`src/rtl/sd_dat_pkg.sv`:
```
// Shared types and constants for the SD DAT-line receive path and its CRC16 engine.
package sd_dat_pkg;

    localparam int unsigned WORD_W_DEFAULT = 32;
    localparam int unsigned CRC_W = 16;
    localparam logic [CRC_W-1:0] CRC16_POLY = 16'h1021;

    typedef enum logic [2:0] {
        StIdle,
        StWaitStart,
        StData,
        StCrc,
        StEnd,
        StReport
    } state_e;

endpackage

```
`src/rtl/sd_dat_rx_ctrl_if.sv`:
```
// Host/deserializer-facing signal bundle of the SD DAT receive controller.
interface sd_dat_rx_ctrl_if
    import sd_dat_pkg::*;
#(
    parameter int unsigned WORD_W = WORD_W_DEFAULT,
    parameter int unsigned BLK_W  = 8,
    parameter int unsigned TMO_W  = 16
);
    logic              start;
    logic              abort;
    logic [BLK_W-1:0]  block_words;
    logic [TMO_W-1:0]  timeout_cycles;
    logic              dat_serial;
    logic              deser_enable;
    logic              deser_reset;
    logic [WORD_W-1:0] deser_parallel;
    logic [WORD_W-1:0] word_out;
    logic              word_valid;
    logic              busy;
    logic              done;
    logic              crc_error;
    logic              end_error;
    logic              timeout_error;

    modport master (
        output start, abort, block_words, timeout_cycles, dat_serial, deser_parallel,
        input  deser_enable, deser_reset, word_out, word_valid, busy, done,
               crc_error, end_error, timeout_error
    );

    modport slave (
        input  start, abort, block_words, timeout_cycles, dat_serial, deser_parallel,
        output deser_enable, deser_reset, word_out, word_valid, busy, done,
               crc_error, end_error, timeout_error
    );

endinterface

```
`src/rtl/crc16_serial.sv`:
```
// Bit-serial CRC16-CCITT (poly 0x1021, init 0, MSB first); shared by the RX and TX paths.
module crc16_serial
    import sd_dat_pkg::*;
(
    input  logic             sd_clock,
    input  logic             reset,
    input  logic             clear,
    input  logic             enable,
    input  logic             bit_in,
    output logic [CRC_W-1:0] crc
);
    logic [CRC_W-1:0] crc_q, crc_d;
    logic             fb;

    always_comb begin
        fb    = crc_q[CRC_W-1] ^ bit_in;
        crc_d = crc_q;
        if (clear) begin
            crc_d = '0;
        end else if (enable) begin
            crc_d = {crc_q[CRC_W-2:0], 1'b0} ^ (fb ? CRC16_POLY : '0);
        end
    end

    always_ff @(posedge sd_clock or posedge reset) begin
        if (reset) begin
            crc_q <= '0;
        end else begin
            crc_q <= crc_d;
        end
    end

    assign crc = crc_q;

endmodule

```
`src/rtl/sd_dat_rx_ctrl.sv`:
```
// Receive sequencer for one SD data block on DAT0: start-bit search, word framing for the
// external deserializer, then CRC16 and end-bit checks with sticky error reporting.
module sd_dat_rx_ctrl
    import sd_dat_pkg::*;
#(
    parameter int unsigned WORD_W = WORD_W_DEFAULT,
    parameter int unsigned BLK_W  = 8,
    parameter int unsigned TMO_W  = 16
) (
    input logic             sd_clock,
    input logic             reset,
    sd_dat_rx_ctrl_if.slave bus
);
    localparam int unsigned      BIT_W        = $clog2(WORD_W);
    localparam logic [BIT_W-1:0] LAST_BIT     = BIT_W'(WORD_W - 1);
    localparam logic [BIT_W-1:0] LAST_CRC_BIT = BIT_W'(CRC_W - 1);

    state_e            state_q, state_d;
    logic [BLK_W-1:0]  blk_q, blk_d, word_cnt_q, word_cnt_d;
    logic [TMO_W-1:0]  tmo_q, tmo_d, timer_q, timer_d;
    logic [BIT_W-1:0]  bit_cnt_q, bit_cnt_d;
    logic              cap_q, cap_d;
    logic [WORD_W-1:0] word_q, word_d;
    logic              wvalid_q, wvalid_d;
    logic              drst_q, drst_d;
    logic [CRC_W-1:0]  crc_rx_q, crc_rx_d;
    logic              crc_err_q, crc_err_d, end_err_q, end_err_d, tmo_err_q, tmo_err_d;
    logic              crc_clear, crc_en;
    logic [CRC_W-1:0]  crc_calc;

    crc16_serial u_crc (
        .sd_clock (sd_clock),
        .reset    (reset),
        .clear    (crc_clear),
        .enable   (crc_en),
        .bit_in   (bus.dat_serial),
        .crc      (crc_calc)
    );

    always_comb begin
        state_d    = state_q;
        blk_d      = blk_q;
        word_cnt_d = word_cnt_q;
        tmo_d      = tmo_q;
        timer_d    = timer_q;
        bit_cnt_d  = bit_cnt_q;
        cap_d      = 1'b0;
        word_d     = word_q;
        wvalid_d   = 1'b0;
        drst_d     = 1'b0;
        crc_rx_d   = crc_rx_q;
        crc_err_d  = crc_err_q;
        end_err_d  = end_err_q;
        tmo_err_d  = tmo_err_q;
        crc_clear  = 1'b0;
        crc_en     = 1'b0;

        // Capture lands one edge after bit 31, overlapping the next word's first bit.
        if (cap_q) begin
            word_d   = bus.deser_parallel;
            wvalid_d = 1'b1;
        end

        if (bus.abort && state_q != StIdle) begin
            state_d   = StIdle;
            drst_d    = 1'b1;
            word_d    = word_q;
            wvalid_d  = 1'b0;
            crc_err_d = 1'b0;
            end_err_d = 1'b0;
            tmo_err_d = 1'b0;
        end else begin
            unique case (state_q)
                StIdle: begin
                    if (bus.start && bus.block_words != '0) begin
                        blk_d     = bus.block_words;
                        tmo_d     = bus.timeout_cycles;
                        timer_d   = '0;
                        crc_err_d = 1'b0;
                        end_err_d = 1'b0;
                        tmo_err_d = 1'b0;
                        crc_clear = 1'b1;
                        drst_d    = 1'b1;
                        state_d   = StWaitStart;
                    end
                end
                StWaitStart: begin
                    timer_d = timer_q + 1'b1;
                    if (!bus.dat_serial) begin
                        bit_cnt_d  = '0;
                        word_cnt_d = '0;
                        state_d    = StData;
                    end else if (tmo_q != '0 && timer_d == tmo_q) begin
                        tmo_err_d = 1'b1;
                        state_d   = StReport;
                    end
                end
                StData: begin
                    crc_en    = 1'b1;
                    bit_cnt_d = bit_cnt_q + 1'b1;
                    if (bit_cnt_q == LAST_BIT) begin
                        bit_cnt_d  = '0;
                        word_cnt_d = word_cnt_q + 1'b1;
                        cap_d      = 1'b1;
                        if (word_cnt_d == blk_q) begin
                            state_d = StCrc;
                        end
                    end
                end
                StCrc: begin
                    crc_rx_d  = {crc_rx_q[CRC_W-2:0], bus.dat_serial};
                    bit_cnt_d = bit_cnt_q + 1'b1;
                    if (bit_cnt_q == LAST_CRC_BIT) begin
                        bit_cnt_d = '0;
                        state_d   = StEnd;
                    end
                end
                StEnd: begin
                    end_err_d = ~bus.dat_serial;
                    crc_err_d = (crc_rx_q != crc_calc);
                    state_d   = StReport;
                end
                StReport: state_d = StIdle;
                default:  state_d = StIdle;
            endcase
        end
    end

    always_ff @(posedge sd_clock or posedge reset) begin
        if (reset) begin
            state_q    <= StIdle;
            blk_q      <= '0;
            word_cnt_q <= '0;
            tmo_q      <= '0;
            timer_q    <= '0;
            bit_cnt_q  <= '0;
            cap_q      <= 1'b0;
            word_q     <= '0;
            wvalid_q   <= 1'b0;
            drst_q     <= 1'b0;
            crc_rx_q   <= '0;
            crc_err_q  <= 1'b0;
            end_err_q  <= 1'b0;
            tmo_err_q  <= 1'b0;
        end else begin
            state_q    <= state_d;
            blk_q      <= blk_d;
            word_cnt_q <= word_cnt_d;
            tmo_q      <= tmo_d;
            timer_q    <= timer_d;
            bit_cnt_q  <= bit_cnt_d;
            cap_q      <= cap_d;
            word_q     <= word_d;
            wvalid_q   <= wvalid_d;
            drst_q     <= drst_d;
            crc_rx_q   <= crc_rx_d;
            crc_err_q  <= crc_err_d;
            end_err_q  <= end_err_d;
            tmo_err_q  <= tmo_err_d;
        end
    end

    assign bus.deser_enable  = (state_q == StData);
    assign bus.deser_reset   = drst_q;
    assign bus.word_out      = word_q;
    assign bus.word_valid    = wvalid_q;
    assign bus.busy          = (state_q != StIdle);
    assign bus.done          = (state_q == StReport);
    assign bus.crc_error     = crc_err_q;
    assign bus.end_error     = end_err_q;
    assign bus.timeout_error = tmo_err_q;

endmodule

```
`src/flat_wrapper.sv`:
```
// flat-port wrapper written by rule: the top's interface ports become plain ports
module sd_dat_rx_ctrl_flat import sd_dat_pkg::*;
#(
    parameter int unsigned WORD_W = WORD_W_DEFAULT,
    parameter int unsigned BLK_W  = 8,
    parameter int unsigned TMO_W  = 16
)
  (sd_clock, reset, bus_start, bus_abort, bus_block_words, bus_timeout_cycles, bus_dat_serial, bus_deser_parallel, bus_deser_enable, bus_deser_reset, bus_word_out, bus_word_valid, bus_busy, bus_done, bus_crc_error, bus_end_error, bus_timeout_error);
  sd_dat_rx_ctrl_if #(.WORD_W(WORD_W), .BLK_W(BLK_W), .TMO_W(TMO_W)) bus_i ();
  input logic sd_clock;
  input logic reset;
  input wire logic [$bits(bus_i.start)-1:0] bus_start;
  input wire logic [$bits(bus_i.abort)-1:0] bus_abort;
  input wire logic [$bits(bus_i.block_words)-1:0] bus_block_words;
  input wire logic [$bits(bus_i.timeout_cycles)-1:0] bus_timeout_cycles;
  input wire logic [$bits(bus_i.dat_serial)-1:0] bus_dat_serial;
  input wire logic [$bits(bus_i.deser_parallel)-1:0] bus_deser_parallel;
  output wire logic [$bits(bus_i.deser_enable)-1:0] bus_deser_enable;
  output wire logic [$bits(bus_i.deser_reset)-1:0] bus_deser_reset;
  output wire logic [$bits(bus_i.word_out)-1:0] bus_word_out;
  output wire logic [$bits(bus_i.word_valid)-1:0] bus_word_valid;
  output wire logic [$bits(bus_i.busy)-1:0] bus_busy;
  output wire logic [$bits(bus_i.done)-1:0] bus_done;
  output wire logic [$bits(bus_i.crc_error)-1:0] bus_crc_error;
  output wire logic [$bits(bus_i.end_error)-1:0] bus_end_error;
  output wire logic [$bits(bus_i.timeout_error)-1:0] bus_timeout_error;
  assign bus_i.start = bus_start;
  assign bus_i.abort = bus_abort;
  assign bus_i.block_words = bus_block_words;
  assign bus_i.timeout_cycles = bus_timeout_cycles;
  assign bus_i.dat_serial = bus_dat_serial;
  assign bus_i.deser_parallel = bus_deser_parallel;
  assign bus_deser_enable = bus_i.deser_enable;
  assign bus_deser_reset = bus_i.deser_reset;
  assign bus_word_out = bus_i.word_out;
  assign bus_word_valid = bus_i.word_valid;
  assign bus_busy = bus_i.busy;
  assign bus_done = bus_i.done;
  assign bus_crc_error = bus_i.crc_error;
  assign bus_end_error = bus_i.end_error;
  assign bus_timeout_error = bus_i.timeout_error;
  sd_dat_rx_ctrl #(.WORD_W(WORD_W), .BLK_W(BLK_W), .TMO_W(TMO_W)) u_core (.sd_clock(sd_clock), .reset(reset), .bus(bus_i));
endmodule
```
`config.mk`:
```
export PLATFORM = sky130hd
export DESIGN_NAME = sd_dat_rx_ctrl_flat
export DESIGN_NICKNAME = d
export VERILOG_FILES = /design/src/rtl/sd_dat_pkg.sv /design/src/rtl/sd_dat_rx_ctrl_if.sv /design/src/rtl/crc16_serial.sv /design/src/rtl/sd_dat_rx_ctrl.sv /design/src/flat_wrapper.sv
export SDC_FILE = /design/constraint.sdc
export NUM_CORES = 1
export LEC_CHECK = 0
export ABC_AREA = 1
export CAP_MARGIN = 20
export CORE_ASPECT_RATIO = 0.8
export CORE_MARGIN = 2
export CORE_UTILIZATION = 55
export DETAILED_ROUTE_END_ITERATION = 12
export PLACE_DENSITY = 0.85
export SYNTH_ARGS = -nofsm -noshare
export SYNTH_HDL_FRONTEND = slang
export SYNTH_SLANG_ARGS = --single-unit
```
`constraint.sdc`:
```
create_clock -name sd_clock -period 6.37 [get_ports sd_clock]
set_input_delay 1.274 -clock sd_clock [delete_from_list [all_inputs] [get_ports sd_clock]]
set_output_delay 1.274 -clock sd_clock [all_outputs]
set_load 0.05 [all_outputs]
```
Yosys cells after proc, flatten, opt, wreduce, memory -nomap -nowiden:

Index checks and enable logic that the tools add are counted.

* output and inout bits: 40
* input port bits: 61
* bits in registers: 126

* bitwise operators: 4
* multiplexer cells: 40
* add/sub/neg operators: 3
* equal/unequal tests: 20
* reductions and logical operators: 22

Operator list (count)
* $mux 16: 3
* $pmux 16 s2: 1
* $mux 3: 7
* $mux 1: 17
* $add 16x1->16 const B: 1
* $eq 16x16->1: 1
* $mux 8: 2
* $ne 16x16->1: 1
* $pmux 8 s2: 1
* $reduce_bool 16->1: 1
* $xor 16x13->16: 1
* $mux 5: 3
* $ne 3x1->1 const B: 5
* $pmux 3 s5: 1
* $pmux 5 s3: 1
* $mux 13: 1
* $reduce_bool 3->1: 4
* $reduce_and 3->1: 3
* $add 8x1->8 const B: 1
* $eq 8x8->1: 1
* $reduce_and 4->1: 2
* $reduce_bool 8->1: 1
* $eq 3x2->1 const B: 2
* $eq 3x3->1 const B: 2
* other kinds (16): 26

Depth between registers and ports, before layout:

* word-level depth: 7
* mapped depth: 18
* depth with buffers taken out: 18

Modules after synthesis:

Synthesis repeated with hierarchy kept, for this count alone.

* cells, all modules: 788
* area, all modules: 6269.8 µm²

By module, submodules not included
* sd_dat_rx_ctrl: cells an instance 717, times used 1, area each 5594.1 µm²
* crc16_serial: cells an instance 71, times used 1, area each 675.6 µm²

Least setup slack after synthesis:

No wires, ideal clock.

* path kind: reg-to-output
* from: register u_core.state_q[0]
* to: output port bus_done
* stages on the path, launching flop included: 3
* data arrival time: 1567 ps
* slack: 3529 ps
* cells stage by stage: dfrtp_1 inv_1 nor3_1

* longest elaborated chain between the ends: 1

Ends and longest elaborated chain
* from (decl): RTL line sd_dat_rx_ctrl.sv:18 `state_e state_q, state_d;`
* from (signal assigned): RTL line sd_dat_rx_ctrl.sv:131 `state_q <= StIdle;`
* from (signal assigned): RTL line sd_dat_rx_ctrl.sv:146 `state_q <= state_d;`
* $eq 3x3->1: RTL line sd_dat_rx_ctrl.sv:168 `assign bus.done = (state_q == StReport);`
* to (decl): RTL line flat_wrapper.sv:23 `output wire logic [$bits(bus_i.done)-1:0] bus_done;`

No other way between the ends.

Worst setup path after layout:

* from: input port bus_abort
* to: register u_core.word_q[8] (netlist: u_core.bus.word_out[8])

* longest elaborated chain between the ends: 3

Ends and longest elaborated chain
* from (decl): RTL line flat_wrapper.sv:13 `input wire logic [$bits(bus_i.abort)-1:0] bus_abort;`
* $logic_and 1x1->1: RTL line sd_dat_rx_ctrl.sv:64 `if (bus.abort && state_q != StIdle) begin`
* $not 1->1 (no line)
* $reduce_and 2->1 (no line)
* to (signal assigned): RTL line sd_dat_rx_ctrl.sv:153 `word_q <= word_d;`
* to (decl): RTL line sd_dat_rx_ctrl.sv:23 `logic [WORD_W-1:0] word_q, word_d;`

No other way between the ends.
A chain may end at the register's enable or synchronous reset.

==> impl_metrics.py <==
metrics = {
    "sta": {
        "hold_slack_ns": 0.480,
        "slew_violations": 0,
        "setup_viol": 0,
        "rsz0062_at_grt": "no",
        "period_needed_ns": 3.86,
        "final.setup_skew_ns": 0.00796,
        "maxSlewHeadroom_pct": 34.1,
        "hold_viol": 0,
        "fmax_mhz": 259,
        "period_share_pct": 60.6,
        "setup_tns_ns": 0,
        "tightestPinTransition_ns": 0.986,
    },
    "floorplanning": {
        "rows": 34,
        "initial_core_util_pct": 56.3,
        "ioPinCount": 101,
        "die_height_um": 98.5,
        "dieArea_um2": 12000,
        "core_area_um2": 10900,
        "die_w_um": 122,
    },
    "logic_synthesis": {
        "synthArstFlopShare_pct": 100,
        "synthesis.nets": 796,
        "synth.distinct_cells": 35,
        "ys.flop_type": "dfrtp_1",
        "synthTopCellsByArea": "dfrtp_1, nand2_1, inv_1",
        "yosysSeqAreaShare_pct": 51.4,
        "avgSynthCellArea_um2": 8.42,
        "ys_ff_latch": 126,
        "netlist_instances": 729,
        "synth.most_common_cell": "nand2_1",
        "netlist_area_um2": 6140,
        "synth-warning-count": 0,
        "synth_top_area_share_pct": 51.4,
        "synth_common_cells": "nand2_1, dfrtp_1, inv_1, nor2_1, nand3_1",
        "synth_edf_count": 0,
        "synth_top_cell_by_area": "dfrtp_1",
    },
    "worst_setup_path": {
        "path_max_fanout": 33,
        "worstPathArrival_ns": 4.16,
        "path_class": "in2reg",
        "setup.worst_path.end_class": "flop",
        "startpoint_type": "primary input",
        "critPathRequiredTime_ns": 6.67,
    },
    "grt": {
        "grt_pass1_wl_um": 26400,
        "overflow": 0,
        "grt_pass1_vias": 5605,
        "grt_max_degree": 95,
        "groute.usage.overall_pct": 27.9,
        "antenna_found_initial": 0,
    },
    "placed_design": {
        "placed_cell_area_um2": 7270,
        "io_buffers": 100,
        "dp_hpwl_um": 10700,
        "placed_cells": 959,
        "gp_congestion": 0.919,
    },
    "finish": {
        "drive_above_1_share_pct": 9.31,
        "antenna_cells": 0,
        "fin_cells": 993,
        "area_delta_synth_final_pct": 28.5,
        "stdcell_area_um2": 7890,
        "final_nets": 903,
    },
    "routing": {
        "routedWlPerCell_um": 16.1,
        "vias": 5466,
        "dr.pass1.iters": 5,
        "finalWirelength_um": 15900,
        "drc": 0,
        "first_iter_violations": 482,
        "viasPerCell": 5.50,
        "ant_nets": 0,
    },
    "clocking": {
        "cts_hold_buf": 0,
        "clock-sinks": 126,
        "numCtsBuffers": 17,
        "cts.repair.resized": 0,
        "cts_setup_buffers": 0,
        "cts.path.max_buffers": 2,
        "cts_tree": "yes",
        "clockRootBuffer": "clkbuf_16",
        "clk_pin_slew_worst_paths_ns": 0.06,
        "clock_latency_ns": 0.41,
        "htree_levels": 4,
    },
    "power_and_ir_drop": {
        "power_leakage_uw": 0.00380,
        "worst_ir_drop_vdd_mv": 0.231,
        "p_per_area_nw_per_um2": 367,
    },
    "outcome": {
        "status": "completed",
    },
    "job": {
        "maxCapViolations": 0,
    },
    "hold_path": {
        "hp-class": "reg2reg",
    },
}
## cells by family after synthesis
logic type,Yosys count,share of synthesized area [%]
AND/OR/NAND/NOR,351,24.5
flip-flops,126,51.4
multiplexers,19,3.49
buffers and inverters,111,6.91
AO/OA/AOI/OAI,95,9.52
XOR/XNOR,21,3.00
adder cells (fa/ha/maj),6,1.22
## final timing paths
kind / startpoint / to / slack (ns) / cells past startpoint
min in group asynchronous: reset / u_core.u_crc.crc[14] / 1.15 / 2
worst min register to register: u_core.bus.word_out[26] / u_core.bus.word_out[26] / 0.48 / 2
worst max register to register: u_core.state_q[0] / u_core.bus.word_out[8] / 3.31 / 9
max in group asynchronous: reset / u_core.tmo_q[6] / 4.12 / 4
worst min-delay path: u_core.bus.word_out[26] / u_core.bus.word_out[26] / 0.48 / 2
worst max-delay path: bus_abort / u_core.bus.word_out[8] / 2.51 / 8
## power by group
group	internal (uW)	switching, uW
clock network	571	373
registers	968	152
logic	326	499
## flip-flops by register name, summed over array words and instances, names as in the netlist
name                      cells
u_core.bus.word_out          32
u_core.crc_rx_q              16
u_core.timer_q               16
u_core.tmo_q                 16
u_core.u_crc.crc             16
u_core.blk_q                  8
u_core.word_cnt_q             8
u_core.bit_cnt_q              5
u_core.state_q                3
u_core.bus.crc_error          1
u_core.bus.deser_reset        1
u_core.bus.end_error          1
u_core.bus.timeout_error      1
u_core.bus.word_valid         1
u_core.cap_q                  1
## stage by stage
step / util [%] / setup WS (ns) / power (uW)
3_3_place_gp: 66.7 / 2.29 / 1890
3_5_place_dp: 66.7 / 2.10 / 1930
2_1_floorplan: - / 1.74 / 1680
5_1_grt: 72.4 / 2.22 / 3030
6_report: 72.4 / 2.51 / 2890
4_1_cts: 72.0 / 2.50 / 2880
## critical path: stages
cell,delay (ns)
clkdlybuf4s50_1,0.64
inv_1,0.12
nor2_1,0.21
inv_1,0.15
nand2_1,0.74
inv_1,0.71
nand2_1,0.24
nand2_1,0.06
## layout by cell type (no fill, tap or decap), types with 2 or more instances in the layout
master / n
nand4_1: 12
nor2_2: 8
a21oi_1: 17
clkinv_4: 3
nor3_1: 4
nand2_2: 3
inv_6: 2
nand3b_1: 7
o21ai_0: 28
o21ai_1: 4
nor2_1: 52
a22oi_1: 14
nor3_2: 2
inv_1: 91
o22ai_1: 21
nand3_1: 31
a221oi_1: 4
clkinvlp_4: 4
clkdlybuf4s50_1: 100
mux2_2: 19
nand2_1: 223
inv_2: 3
xor2_1: 14
nor2_4: 3
clkbuf_8: 3
ha_1: 6
buf_4: 2
nor4_1: 4
dfrtp_1: 126
clkbuf_16: 17
xnor2_1: 7
## per-layer routing
layer / up-vias / part of all wire [%] / global-route usage, %
met2: 252 / 48 / 44.6
li1: 2574 / - / -
met1: 2597 / 42 / 36.6
met5: - / 0 / 0
met3: 43 / 7.8 / 8.85
met4: 0 / 2.3 / 8.93
## cell type report
cell class / count / area (um^2)
Fill cell: 791 / 3010
Multi-Input combinational cell: 492 / 2560
Sequential cell: 126 / 3150
Clock buffer: 21 / 470
Clock inverter: 11 / 109
Inverter: 95 / 359
Tap cell: 144 / 180
Timing Repair Buffer: 104 / 1050
(Power assumes the default switching activity.)
